--- src/rtl/partial_load_unit_if.sv ---
// Bundle of the load request, data-memory read port and writeback response
// handshakes that connect the partial load unit to its neighbours.
interface partial_load_unit_if;
  logic        req_valid;
  logic        req_ready;
  logic [31:0] req_inst;
  logic [31:0] req_addr;

  logic        mem_en;
  logic [31:0] mem_addr;
  logic [31:0] mem_rdata;

  logic        resp_valid;
  logic        resp_ready;
  logic [31:0] resp_data;
  logic        resp_err;

  // Load unit side.
  modport slave (
    input  req_valid, req_inst, req_addr, mem_rdata, resp_ready,
    output req_ready, mem_en, mem_addr, resp_valid, resp_data, resp_err
  );

  // Pipeline/memory side.
  modport master (
    output req_valid, req_inst, req_addr, mem_rdata, resp_ready,
    input  req_ready, mem_en, mem_addr, resp_valid, resp_data, resp_err
  );
endinterface

--- src/rtl/partial_load_unit.sv ---
// Load unit: word reads from a synchronous-read data memory, splitting
// word-crossing loads into two reads, then extracting and extending per funct3.
module partial_load_unit #(
  parameter bit ALLOW_SPLIT = 1'b1
) (
  input logic                clk,
  input logic                rst_n,
  partial_load_unit_if.slave bus
);

  localparam logic [6:0] OPC_LOAD = 7'b0000011;
  localparam logic [2:0] FNC_LB   = 3'b000;
  localparam logic [2:0] FNC_LH   = 3'b001;
  localparam logic [2:0] FNC_LW   = 3'b010;
  localparam logic [2:0] FNC_LBU  = 3'b100;
  localparam logic [2:0] FNC_LHU  = 3'b101;

  typedef enum logic [1:0] {
    IDLE = 2'd0,
    RD0  = 2'd1,
    RD1  = 2'd2,
    RESP = 2'd3
  } state_t;

  state_t      state_q, state_d;
  logic [2:0]  funct3_q, funct3_d;
  logic [29:0] waddr_q, waddr_d;
  logic [1:0]  offset_q, offset_d;
  logic [31:0] word0_q, word0_d;
  logic [31:0] resp_data_q, resp_data_d;
  logic        resp_err_q, resp_err_d;

  logic        req_ready;
  logic        accept;
  logic        mem_en;
  logic [31:0] mem_addr;
  logic        unused_inst;

  function automatic logic legal_load(input logic [31:0] inst);
    logic ok;
    ok = 1'b0;
    if (inst[6:0] == OPC_LOAD) begin
      case (inst[14:12])
        FNC_LB, FNC_LH, FNC_LW, FNC_LBU, FNC_LHU: ok = 1'b1;
        default:                                  ok = 1'b0;
      endcase
    end
    return ok;
  endfunction

  function automatic logic crosses(input logic [2:0] f3, input logic [1:0] off);
    logic c;
    case (f3)
      FNC_LW:         c = (off != 2'd0);
      FNC_LH, FNC_LHU: c = (off == 2'd3);
      default:        c = 1'b0;
    endcase
    return c;
  endfunction

  // dw is {word1, word0}; the byte offset selects a 32-bit window before extension.
  function automatic logic [31:0] extract(input logic [63:0] dw, input logic [1:0] off,
                                          input logic [2:0] f3);
    logic [31:0] sh;
    logic [31:0] r;
    sh = dw[{off, 3'b000} +: 32];
    case (f3)
      FNC_LB:  r = {{24{sh[7]}}, sh[7:0]};
      FNC_LH:  r = {{16{sh[15]}}, sh[15:0]};
      FNC_LW:  r = sh;
      FNC_LBU: r = {24'd0, sh[7:0]};
      FNC_LHU: r = {16'd0, sh[15:0]};
      default: r = 32'd0;
    endcase
    return r;
  endfunction

  assign req_ready = (state_q == IDLE) && rst_n;
  assign accept    = bus.req_valid && req_ready;

  always_comb begin
    state_d     = state_q;
    funct3_d    = funct3_q;
    waddr_d     = waddr_q;
    offset_d    = offset_q;
    word0_d     = word0_q;
    resp_data_d = resp_data_q;
    resp_err_d  = resp_err_q;
    mem_en      = 1'b0;
    mem_addr    = 32'd0;

    unique case (state_q)
      IDLE: begin
        if (accept) begin
          funct3_d = bus.req_inst[14:12];
          waddr_d  = bus.req_addr[31:2];
          offset_d = bus.req_addr[1:0];
          if (legal_load(bus.req_inst)) begin
            mem_en   = 1'b1;
            mem_addr = {bus.req_addr[31:2], 2'b00};
            state_d  = RD0;
          end else begin
            resp_data_d = 32'd0;
            resp_err_d  = 1'b1;
            state_d     = RESP;
          end
        end
      end

      RD0: begin
        word0_d = bus.mem_rdata;
        if (crosses(funct3_q, offset_q)) begin
          if (ALLOW_SPLIT) begin
            // 30-bit word address increment wraps 0xFFFFFFFC to 0x00000000.
            mem_en   = 1'b1;
            mem_addr = {waddr_q + 30'd1, 2'b00};
            state_d  = RD1;
          end else begin
            resp_data_d = 32'd0;
            resp_err_d  = 1'b1;
            state_d     = RESP;
          end
        end else begin
          resp_data_d = extract({32'd0, bus.mem_rdata}, offset_q, funct3_q);
          resp_err_d  = 1'b0;
          state_d     = RESP;
        end
      end

      RD1: begin
        resp_data_d = extract({bus.mem_rdata, word0_q}, offset_q, funct3_q);
        resp_err_d  = 1'b0;
        state_d     = RESP;
      end

      RESP: begin
        if (bus.resp_ready) begin
          state_d = IDLE;
        end
      end

      default: state_d = IDLE;
    endcase
  end

  always_ff @(posedge clk or negedge rst_n) begin
    if (!rst_n) begin
      state_q     <= IDLE;
      funct3_q    <= 3'd0;
      waddr_q     <= 30'd0;
      offset_q    <= 2'd0;
      word0_q     <= 32'd0;
      resp_data_q <= 32'd0;
      resp_err_q  <= 1'b0;
    end else begin
      state_q     <= state_d;
      funct3_q    <= funct3_d;
      waddr_q     <= waddr_d;
      offset_q    <= offset_d;
      word0_q     <= word0_d;
      resp_data_q <= resp_data_d;
      resp_err_q  <= resp_err_d;
    end
  end

  assign bus.req_ready  = req_ready;
  assign bus.mem_en     = mem_en;
  assign bus.mem_addr   = mem_addr;
  assign bus.resp_valid = (state_q == RESP);
  assign bus.resp_data  = resp_data_q;
  assign bus.resp_err   = resp_err_q;

  // Only opcode and funct3 of the instruction matter here.
  assign unused_inst = ^{bus.req_inst[31:15], bus.req_inst[11:7]};

endmodule

--- src/flat_wrapper.sv ---
// flat-port wrapper written by rule: the top's interface ports become plain ports
module partial_load_unit_flat 
#(
  parameter bit ALLOW_SPLIT = 1'b1
)
  (clk, rst_n, bus_req_valid, bus_req_inst, bus_req_addr, bus_mem_rdata, bus_resp_ready, bus_req_ready, bus_mem_en, bus_mem_addr, bus_resp_valid, bus_resp_data, bus_resp_err);
  partial_load_unit_if bus_i ();
  input logic clk;
  input logic rst_n;
  input wire logic [$bits(bus_i.req_valid)-1:0] bus_req_valid;
  input wire logic [$bits(bus_i.req_inst)-1:0] bus_req_inst;
  input wire logic [$bits(bus_i.req_addr)-1:0] bus_req_addr;
  input wire logic [$bits(bus_i.mem_rdata)-1:0] bus_mem_rdata;
  input wire logic [$bits(bus_i.resp_ready)-1:0] bus_resp_ready;
  output wire logic [$bits(bus_i.req_ready)-1:0] bus_req_ready;
  output wire logic [$bits(bus_i.mem_en)-1:0] bus_mem_en;
  output wire logic [$bits(bus_i.mem_addr)-1:0] bus_mem_addr;
  output wire logic [$bits(bus_i.resp_valid)-1:0] bus_resp_valid;
  output wire logic [$bits(bus_i.resp_data)-1:0] bus_resp_data;
  output wire logic [$bits(bus_i.resp_err)-1:0] bus_resp_err;
  assign bus_i.req_valid = bus_req_valid;
  assign bus_i.req_inst = bus_req_inst;
  assign bus_i.req_addr = bus_req_addr;
  assign bus_i.mem_rdata = bus_mem_rdata;
  assign bus_i.resp_ready = bus_resp_ready;
  assign bus_req_ready = bus_i.req_ready;
  assign bus_mem_en = bus_i.mem_en;
  assign bus_mem_addr = bus_i.mem_addr;
  assign bus_resp_valid = bus_i.resp_valid;
  assign bus_resp_data = bus_i.resp_data;
  assign bus_resp_err = bus_i.resp_err;
  partial_load_unit #(.ALLOW_SPLIT(ALLOW_SPLIT)) u_core (.clk(clk), .rst_n(rst_n), .bus(bus_i));
endmodule
--- config.mk ---
export PLATFORM = sky130hd
export DESIGN_NAME = partial_load_unit_flat
export DESIGN_NICKNAME = d
export VERILOG_FILES = /design/src/rtl/partial_load_unit_if.sv /design/src/rtl/partial_load_unit.sv /design/src/flat_wrapper.sv
export SDC_FILE = /design/constraint.sdc
export NUM_CORES = 1
export LEC_CHECK = 0
export CAP_MARGIN = 0
export CORE_UTILIZATION = 45
export CTS_CLUSTER_SIZE = 16
export DETAILED_ROUTE_END_ITERATION = 6
export PLACE_DENSITY = 0.78
export SYNTH_ARGS = -nofsm -noshare
export SYNTH_HDL_FRONTEND = slang
export SYNTH_SLANG_ARGS = --single-unit
--- constraint.sdc ---
create_clock -name clk -period 2.1 [get_ports clk]
set_input_delay 0.315 -clock clk [delete_from_list [all_inputs] [get_ports clk]]
set_output_delay 0.315 -clock clk [all_outputs]
set_load 0.03 [all_outputs]
Word-level counts from Yosys, hierarchy flattened. Index checks and enable logic that the tools add are counted.

Register bits: 102. Bits of input ports: 100. Output and inout bits: 68. Logic and storage cells: 68.

Add/sub/neg operators: 1. Equal/unequal tests: 17. Shift operators: 2. Muxes and demuxes: 29. Reduce and logical (&&, ||, !) cells: 12.

Operators by type and width (number): $pmux 32 s5 (2); $mux 32 (6); $shiftx 64x6->32 (2); $pmux 32 s3 (1); $pmux 32 s2 (1); $add 30x1->30 const B (1); $eq 3x3->1 const B (4); $mux 1 (12); $pmux 2 s4 (1); $eq 7x2->1 const B (1); $eq 2x2->1 const B (3); $eq 3x1->1 const B (2); $eq 3x2->1 const B (2); $logic_not 3->1 (2); $mux 2 (3); $ne 2x2->1 const B (3); $reduce_or 5->1 (1); $pmux 1 s2 (2); $reduce_and 2->1 (2); $reduce_and 4->1 (1); $pmux 1 s3 (1); $reduce_bool 3->1 (1); $eq 2x1->1 const B (1); $logic_and 1x1->1 (2); other kinds (4) (4).

Longest topological paths before layout.
Word-level depth: 9. Mapped depth: 9. Mapped depth without buffers: 7.

Worst setup path before layout. No wires, ideal clock.

Path type: reg-to-output. Start point: register u_core.waddr_q[9]. End point: output bus_mem_addr[19]. Arrival: 2262 ps. Required time: 1785 ps. Setup slack: -477 ps. Cell stages (with the launch flop): 8. Buffers on the path: 2. Cells stage by stage: dfrtp_1 > nand4_1 > or4_1 > buf_2 > buf_6 > nor3_1 > xnor2_1 > o21ai_0.

Longest elaborated chain between the ends: 3.

RTL lines: start, declared (RTL line partial_load_unit.sv:27) `logic [29:0] waddr_q, waddr_d;`; start signal, assigned (RTL line partial_load_unit.sv:158) `waddr_q <= waddr_d;`; $add 30x1->30 (RTL line partial_load_unit.sv:116) `mem_addr = {waddr_q + 30'd1, 2'b00};`; $mux 32 (RTL line partial_load_unit.sv:112) `if (crosses(funct3_q, offset_q)) begin`; $pmux 32 s2 (RTL line partial_load_unit.sv:92) `unique case (state_q)`; end, declared (RTL line flat_wrapper.sv:17) `output wire logic [$bits(bus_i.mem_addr)-1:0] bus_mem_addr;`.

Every way passes these cells.

Worst setup path in the final report.
Start point: register u_core.waddr_q[6]. End point: output bus_mem_addr[30].

The elaborated chain is that of the path after synthesis.

==> impl_metrics.csv <==
group,metric,value,unit
status,status,"finished, violations left",
status,failed_checks,"negative setup slack",
synthesis,synthCells,697,
final_layout,stdcell_area,10690,µm²
critical_path,critPathMaxFanout,10,
detailed_routing,wl_per_cell,26.62,µm
clock_tree,clock-root-buffer,"clkbuf_16",
clock_tree,clkLatencyLatePin,0.37,ns
final_layout,layoutNonFillerInstCount,1131,
synthesis,yosysTopAreaCellShare,39.62,%
flow_run,maxCapViolations,0,
clock_tree,cts_buffer_depth,2,
global_routing,grt_start_max_net_pins,67,
synthesis,yosys-top-cells-area,"dfrtp_1 (40%), mux2_2 (11%), nand2_1 (9.0%)",
detailed_routing,drcViolationCount,0,
die,die_w,121.7,µm
detailed_routing,drt_iter0_markers,980,
timing,hold_viol_final,0,
detailed_routing,firstDrtPassIters,6,
synthesis,synth-seq-cells,102,
clock_tree,clk_pin_slew,0.08,ns
synthesis,synthFlopType,"dfrtp_1",
detailed_routing,viasPerCell,6.863,
synthesis,synth_area,6442,µm²
timing,setup_slack,-0.8289,ns
clock_tree,cts_max_level,3,
synthesis,avgSynthCellArea,9.243,µm²
detailed_routing,postRouteWirelength,30110,µm
synthesis,async_flop_share,100.0,%
timing,final-max-slew-violation-count,0,
die,ios,168,
synthesis,yosys.area.top_type,"dfrtp_1",
die,initial_core_util,46.23,%
power_and_ir_drop,peakVddDrop,0.8655,mV
timing,tns,-17.43,ns
global_routing,grt_pass1_wl,35600,µm
synthesis,ys_warn_count,0,
synthesis,ys_seq_area_share,39.62,%
global_routing,grt_use_total,31.39,%
critical_path,worstSetupStartpointType,"flip-flop",
power_and_ir_drop,powerDensity,1651,nW/µm²
final_layout,fin_nets,1052,
critical_path,critPathRequiredTime,1.78,ns
clock_tree,cts_tree,"done",
worst_hold_path,hp-class,"input port to flip-flop",
placement,numPortBuffers,143,
global_routing,overflow,0,
timing,rsz0062_at_grt,"true",
synthesis,ys_types,56,
placement,placed_cells,1048,
timing,relSlewSlack,42.43,%
die,die_h,121.7,µm
power_and_ir_drop,total_power,17.64,mW
die,core,13930,µm²
timing,period_needed,2.929,ns
detailed_routing,final_antenna_net_count,0,
die,die_area,14800,µm²
critical_path,crit_type,"flip-flop to output pin",
die,fp-row-count,43,
global_routing,antenna_found_initial,0,
timing,worst_pin_slew,0.8636,ns
final_layout,layout-drive-gt1-share,42.11,%
clock_tree,clkSinkCount,102,
critical_path,end_kind,"output pin",
timing,fmax,341.4,MHz
placement,place.gp.congestion,0.9033,
clock_tree,numCtsBuffers,9,
timing,finClkSkew,0.01572,ns
power_and_ir_drop,p_leak,4.646,nW
placement,dpl_cell_area,8596,µm²
global_routing,grt_pass1_vias,6933,
final_layout,post-route-util,76.70,%
detailed_routing,vias,7762,
timing,setup_viol,63,
placement,dp_hpwl,14290,µm
critical_path,worstPathArrival,2.61,ns
timing,period_share,139.5,%
synthesis,synth_edf_count,0,
final_layout,area_growth,65.90,%
final_layout,fill_cells,713,
==> per-stage QoR <==
step | hold slack, ns | setup WS (ns)
6_report | 0.4872 | -0.8289
5_1_grt | 0.5057 | -0.8508
4_1_cts | 0.4901 | -0.5010
3_5_place_dp | 0.3412 | -0.4181
3_3_place_gp | 0.3320 | -0.3731
2_1_floorplan | 0.01941 | -0.1924
==> registers in the layout (all words and copies together) (netlist names) <==
| name | flops |
|---|---|
| u_core.offset_q | 2 |
| u_core.word0_q | 32 |
| u_core.state_q | 2 |
| u_core.funct3_q | 3 |
| u_core.bus.resp_data | 32 |
| u_core.bus.resp_err | 1 |
| u_core.waddr_q | 30 |
==> cells in the final DEF (no fill, tap or decap), drive strengths merged, types with 6 or more instances in the layout <==
master,synthesis,final
o21ai,46,46
inv,13,13
a22o,7,7
mux2,63,63
dfrtp,102,102
xor2,8,8
a221oi,15,15
a211oi,17,17
nor2b,9,9
o221ai,6,6
nand3,10,10
xnor2,20,20
o22ai,17,17
clkbuf,28,20
mux2i,16,16
o21a,7,7
a32oi,7,7
a21oi,19,19
clkdlybuf4s50,0,105
a21boi,6,6
o31a,7,7
buf,24,166
nor3,11,11
nor2,20,20
nand2,154,154
ha,6,6
o41ai,7,7
==> path summary, 6_finish.rpt <==
path / endpoint / from / depth (start not counted) / slack (ns)
max: bus_mem_addr[30] / u_core.waddr_q[6]$_DFFE_PN0P_ / 8 / -0.83
min: u_core.offset_q[0]$_DFFE_PN0P_ / bus_req_addr[0] / 3 / 0.49
max reg2reg: u_core.bus.resp_data[30]$_DFFE_PN0P_ / u_core.offset_q[0]$_DFFE_PN0P_ / 10 / -0.26
min reg2reg: u_core.bus.resp_data[1]$_DFFE_PN0P_ / u_core.bus.resp_data[1]$_DFFE_PN0P_ / 2 / 0.50
max in group asynchronous: u_core.word0_q[27]$_DFFE_PN0P_ / rst_n / 4 / 0.31
min in group asynchronous: u_core.waddr_q[1]$_DFFE_PN0P_ / rst_n / 3 / 0.58
==> routing by layer <==
| metal | part of all wire [%] | up-vias | track usage, % | wire (µm) |
|---|---|---|---|---|
| met5 | 0 | - | 0 | 0 |
| met4 | 8.8 | 0 | 18.29 | 2656 |
| met3 | 11 | 251 | 6.835 | 3383 |
| met2 | 46 | 762 | 51.28 | 13810 |
| met1 | 34 | 3704 | 38.14 | 10260 |
| li1 | - | 3045 | - | - |
==> repair_timing <==
action                                 CTS  global route
pin swaps                               17            60
setup endpoints to repair               42            64
cloned                                   4            14
buffers inserted                        24            28
endpoints found under the hold margin   27             0
hold buffers                             1             0
resized for setup                      116           129
==> area by class of cell <==
type / count / area [µm²] / share of cell area [%]
diodes: 1 / 2.502 / 0.02341
clock buffers: 11 / 232.7 / 2.177
clock inverters: 4 / 48.80 / 0.4566
inverters: 13 / 51.30 / 0.4800
multi-input cells: 531 / 4527 / 42.36
flip-flops and latches: 102 / 2559 / 23.94
well taps: 180 / 225.2 / 2.107
repair buffers: 289 / 3042 / 28.46
==> report_power, final <==
group / leakage (nW) / internal (mW) / switching (mW)
Combinational: 3.25 / 5.59 / 6.52
Clock: 0.139 / 0.920 / 0.808
Sequential: 1.26 / 2.93 / 0.879
==> worst max-delay path: stages, from the launching register on <==
cell	delay (ns)
dfrtp_1	0.40
nand4_1	0.21
or4_4	0.56
buf_12	0.17
buf_4	0.14
nor4_4	0.24
xnor2_2	0.20
o22ai_2	0.15
buf_6	0.16
==> synthesized netlist by cell type (3+ instances only) <==
cell type	number
a22o_1	7
a21boi_0	6
clkbuf_1	28
o21ai_0	41
ha_1	6
nor3_1	11
and2_1	3
xor2_1	8
a31oi_1	5
nor4_1	3
o221ai_1	6
buf_1	8
mux4_2	5
o22ai_1	15
nand4_1	5
a21oi_1	19
xnor2_1	20
buf_2	10
mux2i_1	16
a211oi_1	17
nand3_1	10
nand2b_1	4
mux2_2	63
nor2_1	20
a221oi_1	15
and3_2	3
a32oi_1	7
o31a_1	7
o41ai_1	7
nand2_1	154
buf_4	3
nor2b_1	9
o21ai_1	4
dfrtp_1	102
o21a_1	7
inv_1	13
buf_6	3
==> kinds of logic (layout without fill, tap and decap cells) <==
family                     after synthesis  after routing  synth area share, %
and+or+nand+nor                        238            238                16.95
AOI/OAI and AO/OA                      173            173                18.64
DFF                                    102            102                39.62
muxes                                   84             84                15.25
buffers and inverters                   65            317                4.506
xor gates and xnor gates                28             28                3.807
adders and majority gates                6              6                1.165
other                                    1              3              0.05821
(Power assumes the default switching activity.)
